**src/rtl/alu_req_arbiter.sv**
```systemverilog
// Two-requester front end for a combinational ALU: grant, register operands, capture result, hand back.
// Optional macro ALU_ARB_FIXED_PRIORITY_EN: requester 0 always wins ties (default build is round-robin).
module alu_req_arbiter #(
    parameter int DATA_W = 8
) (
    input  logic              clk,
    input  logic              rst,
    input  logic              req0_valid,
    output logic              req0_ready,
    input  logic [DATA_W-1:0] req0_a,
    input  logic [DATA_W-1:0] req0_b,
    input  logic [3:0]        req0_sel,
    input  logic              req1_valid,
    output logic              req1_ready,
    input  logic [DATA_W-1:0] req1_a,
    input  logic [DATA_W-1:0] req1_b,
    input  logic [3:0]        req1_sel,
    output logic [DATA_W-1:0] alu_a,
    output logic [DATA_W-1:0] alu_b,
    output logic [3:0]        alu_sel,
    input  logic [DATA_W-1:0] alu_out,
    input  logic              alu_carry,
    output logic              rsp_valid,
    input  logic              rsp_ready,
    output logic              rsp_id,
    output logic [DATA_W-1:0] rsp_data,
    output logic              rsp_carry
);

    typedef enum logic [1:0] {
        IDLE = 2'd0,
        EXEC = 2'd1,
        RESP = 2'd2
    } state_t;

    state_t             state_r;
    logic               grant_any_s;
    logic               grant_id_s;
    logic [DATA_W-1:0]  grant_a_s;
    logic [DATA_W-1:0]  grant_b_s;
    logic [3:0]         grant_sel_s;
    logic               rsp_carry_s;

    // Carry is only meaningful for the add opcode; every other result reports zero.
    function automatic logic masked_carry(input logic [3:0] sel, input logic carry);
        logic res;
        if (sel == 4'b0000) begin
            res = carry;
        end else begin
            res = 1'b0;
        end
        return res;
    endfunction

`ifdef ALU_ARB_FIXED_PRIORITY_EN
    // Fixed priority: requester 0 wins whenever it is valid.
    always_comb begin
        grant_any_s = req0_valid | req1_valid;
        if (req0_valid) begin
            grant_id_s = 1'b0;
        end else begin
            grant_id_s = 1'b1;
        end
    end
`else
    logic last_grant_r;

    // Round-robin: on a tie, grant whichever requester did not win last time.
    always_comb begin
        grant_any_s = req0_valid | req1_valid;
        if (req0_valid && req1_valid) begin
            grant_id_s = ~last_grant_r;
        end else if (req0_valid) begin
            grant_id_s = 1'b0;
        end else begin
            grant_id_s = 1'b1;
        end
    end

    // Remember the most recent winner; reset value 1 lets requester 0 win first.
    always_ff @(posedge clk or posedge rst) begin
        if (rst) begin
            last_grant_r <= 1'b1;
        end else if ((state_r == IDLE) && grant_any_s) begin
            last_grant_r <= grant_id_s;
        end else begin
            last_grant_r <= last_grant_r;
        end
    end
`endif

    // Operand selection for the winning requester.
    always_comb begin
        grant_a_s   = req0_a;
        grant_b_s   = req0_b;
        grant_sel_s = req0_sel;
        if (grant_id_s) begin
            grant_a_s   = req1_a;
            grant_b_s   = req1_b;
            grant_sel_s = req1_sel;
        end else begin
            grant_a_s   = req0_a;
            grant_b_s   = req0_b;
            grant_sel_s = req0_sel;
        end
    end

    // Readies are combinational so the requester sees acceptance in the grant cycle itself.
    always_comb begin
        req0_ready = 1'b0;
        req1_ready = 1'b0;
        if (!rst && (state_r == IDLE) && grant_any_s) begin
            req0_ready = ~grant_id_s;
            req1_ready = grant_id_s;
        end else begin
            req0_ready = 1'b0;
            req1_ready = 1'b0;
        end
    end

    // Carry qualification uses the registered opcode the ALU is currently executing.
    always_comb begin
        rsp_carry_s = masked_carry(alu_sel, alu_carry);
    end

    // Main FSM with registered ALU operands and response outputs.
    always_ff @(posedge clk or posedge rst) begin
        if (rst) begin
            state_r   <= IDLE;
            alu_a     <= {DATA_W{1'b0}};
            alu_b     <= {DATA_W{1'b0}};
            alu_sel   <= 4'b0000;
            rsp_valid <= 1'b0;
            rsp_id    <= 1'b0;
            rsp_data  <= {DATA_W{1'b0}};
            rsp_carry <= 1'b0;
        end else begin
            case (state_r)
                IDLE: begin
                    if (grant_any_s) begin
                        alu_a   <= grant_a_s;
                        alu_b   <= grant_b_s;
                        alu_sel <= grant_sel_s;
                        rsp_id  <= grant_id_s;
                        state_r <= EXEC;
                    end else begin
                        state_r <= IDLE;
                    end
                end
                EXEC: begin
                    rsp_data  <= alu_out;
                    rsp_carry <= rsp_carry_s;
                    rsp_valid <= 1'b1;
                    state_r   <= RESP;
                end
                RESP: begin
                    if (rsp_ready) begin
                        rsp_valid <= 1'b0;
                        state_r   <= IDLE;
                    end else begin
                        state_r   <= RESP;
                    end
                end
                default: begin
                    rsp_valid <= 1'b0;
                    state_r   <= IDLE;
                end
            endcase
        end
    end

endmodule

```
**config.mk**
```make
export PLATFORM = sky130hd
export DESIGN_NAME = alu_req_arbiter
export DESIGN_NICKNAME = d
export VERILOG_FILES = /design/src/rtl/alu_req_arbiter.sv
export SDC_FILE = /design/constraint.sdc
export NUM_CORES = 1
export LEC_CHECK = 0
export ABC_CLOCK_PERIOD_IN_PS = 1400
export CORE_MARGIN = 4
export CORE_UTILIZATION = 34
export CTS_CLUSTER_DIAMETER = 200
export DETAILED_ROUTE_END_ITERATION = 12
export PLACE_DENSITY = 0.87
export SYNTH_ARGS = -nofsm -noshare
export SYNTH_HDL_FRONTEND = slang
export SYNTH_SLANG_ARGS = --single-unit
```
**constraint.sdc**
```tcl
create_clock -name clk -period 1.4 [get_ports clk]
set_clock_uncertainty 0.1 [all_clocks]
set_input_delay 0.21 -clock clk [delete_from_list [all_inputs] [get_ports clk]]
set_output_delay 0.21 -clock clk [all_outputs]
set_load 0.03 [all_outputs]
```
==> metrics <==
sequential fraction of the synthesis area 0.546; Max Freq 0.598 GHz; crit path cell chain nand2b_4, nand3_4, buf_6, nor2_4, buf_6; H-tree depth 2; final setup fails 11; Crit path top cell by count buf_6; antenna violations before repair 0; Crit Path Category flip-flop to primary output; Non-Filler Instances 310; Pwr Density 2150 nW/µm²; Reg2Reg Depth 5; area of the core 4410 µm²; crit-path max FO 2; final worst slack -0.272 ns; Final #Nets 311; crit start category flip-flop; largest family of logic cells by synthesized area compound AO/OA/AOI/OAI gates; Starting Density 0.354; final wirelength 4520 µm; die area 5740 µm²; Detail Route Antenna Nets 0; Final Cycle Share 1.19; via count 1478; unrepaired setup endpoints after global routing yes; R2R Setup Slk -0.02 ns; dpl hpwl 3170 µm; Critical Path End Type primary output; Core Rows 24; area delta synth->final 77.2%; Cells after Synth 155; Design Area, Final 2770 µm²; clk root buf clkbuf_8; library cells used by synthesis 22; syn_area_per_cell 10.1 µm²; reg-to-reg endpoint alu_a[4]; routability cong. 0.713; Simple-Gate Fraction of Synth Area 0.0569; Compound-Gate Fraction of Synth Area 0.199; Mapped Area 1560 µm²; layout cells sized above 1 0.202; crit-path max cell delay 0.54 ns; Cell Count Post-Placement 297; vias in the first global route 1480; dpl ws -0.211 ns; Die Wd 75.8 µm; clk slew on worst S/H paths 0.08 ns; normalized max-slew margin 0.783; number of antenna diodes 0; Crit path required time 1.09 ns; crit path max-delay cell type dfstp_2; Placed Area 2550 µm²; post-synthesis net count 209; YS warnings 0; setup TNS -0.642 ns; Clk Latency, worst-skew pair 0.29 ns; CTS Hold Buffers Added 0; run status finished, violations left; Final Hold Viols 0; minimum clock period after layout 1.67 ns; Avg WL per Cell 14.6 µm; hold crit path type input port to async pin; r2r startpoint last_grant_r; Pleak 1.34 nW; first-pass GRT wire length 6520 µm; Max Cap Viol 0; I/O pin total 87; Adder-Cell Fraction of Synth Area 0; # DRC 0; post-synthesis mux area share 0.0577; Overflow after GRT 0; Die H 75.8 µm; XOR/XNOR share of the synthesized area 0; Num CTS Buffers 5; vias per cell 4.77; Worst-Margin Slew 0.327 ns; clk sinks 34; CTS max path bufs 2; Max IR drop VDD 1.06 mV; length of the first detailed-routing pass in iterations 4; global-route usage over all layers 0.147; largest net degree at the start of global routing 26; failing checks setup timing; initial DRC count 86; synthesized flop and latch total 34; CTS tree done; Max Transition Viols Final 0; number of port buffers 86; crit path DAT 1.36 ns
==> state kept, by name (all words and copies together), names as in the netlist <==
name          count
alu_a             8
alu_b             8
alu_sel           4
last_grant_r      1
rsp_carry         1
rsp_data          8
rsp_id            1
rsp_valid         1
state_r           2
==> worst max-delay path by stage <==
stage,start,end,slack [ns],cells after the start
2_1_floorplan,last_grant_r,req0_ready,0.03,4
3_3_place_gp,req1_valid,req0_ready,-0.19,6
3_5_place_dp,req1_valid,req0_ready,-0.21,6
4_1_cts,last_grant_r,req0_ready,-0.28,5
5_1_grt,last_grant_r,req1_ready,-0.32,5
6_report,last_grant_r,req0_ready,-0.27,5
==> synth_stat cells <==
cell,count,share of area
o221ai_1,20,0.11
nor2_2,2,0.0080
clkbuf_1,1,0.0024
nor2b_2,1,0.0056
inv_1,42,0.10
nand3_1,2,0.0064
o21ai_1,17,0.054
o21ai_0,7,0.022
dfrtp_1,33,0.53
nor2_1,4,0.0096
mux2_2,8,0.058
or2_4,1,0.0056
dfstp_2,1,0.017
nand3_2,1,0.0064
a21o_1,1,0.0048
buf_6,3,0.022
nor4_1,1,0.0040
o21a_1,1,0.0048
nand2_1,3,0.0072
buf_2,4,0.013
nand2b_1,1,0.0040
clkbuf_2,1,0.0032
==> cell usage in the layout, fill, tap and decap left out, types with 2 or more instances in the layout <==
cell type / instances
clkbuf_1: 2
nor2_1: 2
buf_4: 13
o21ai_1: 18
nand2_1: 3
mux2_2: 8
buf_12: 2
clkdlybuf4s50_1: 53
dfrtp_1: 33
or2_4: 2
o221ai_1: 14
o221ai_2: 6
nor2_4: 3
dlygate4sd2_1: 28
nand3_4: 2
o21ai_0: 6
inv_1: 42
buf_6: 3
clkbuf_8: 5
==> repair_timing <==
action,in CTS,in global routing
gates resized for setup,37,15
gates cloned,0,2
pin swaps,0,3
setup endpoints to repair,32,24
buffers inserted,3,2
==> area by class of cell <==
class                      count  area [µm²]
fill                         359        1650
timing repair buffer         103        1000
sequential                    34         852
multi-input combinational     71         583
inverter                      42         158
clock buffer                   7        76.3
tap                           52        65.1
clock inverter                 1        30.0
==> cells by family after synthesis <==
kind of cell | count (synthesis)
AOI/OAI and AO/OA | 46
buffers and inverters | 51
DFF | 34
muxes | 8
and+or+nand+nor | 16
==> routing by layer <==
| layer | part of all wire | GRT usage |
|---|---|---|
| met1 | 0.43 | 0.183 |
| met2 | 0.48 | 0.250 |
| met3 | 0.090 | 0.0501 |
| met4 | 0 | 0.0291 |
| met5 | 0 | 0 |
==> power by group <==
group / switching [mW] / leakage [nW] / internal (mW)
Clock: 0.356 / 0.0524 / 0.533
Sequential: 0.282 / 0.413 / 1.48
Combinational: 1.88 / 0.879 / 1.41
==> metrics by stage <==
step / utilization / hold WS (ns) / total power [mW]
after detailed placement: 0.579 / 0.386 / 5.10
after global placement: 0.579 / 0.372 / 5.02
after global routing: 0.627 / 0.371 / 6.30
final: 0.627 / 0.346 / 5.94
after CTS: 0.607 / 0.362 / 5.77
after floorplan: - / 0.249 / 3.72
==> worst max-delay path: cells and delay by family, from the launching register on <==
family	cells	cell delay, ns
simple gates	3	0.28
flops	1	0.54
buf+inv	2	0.26
No activity file was read; power rests on OpenSTA's default activity.
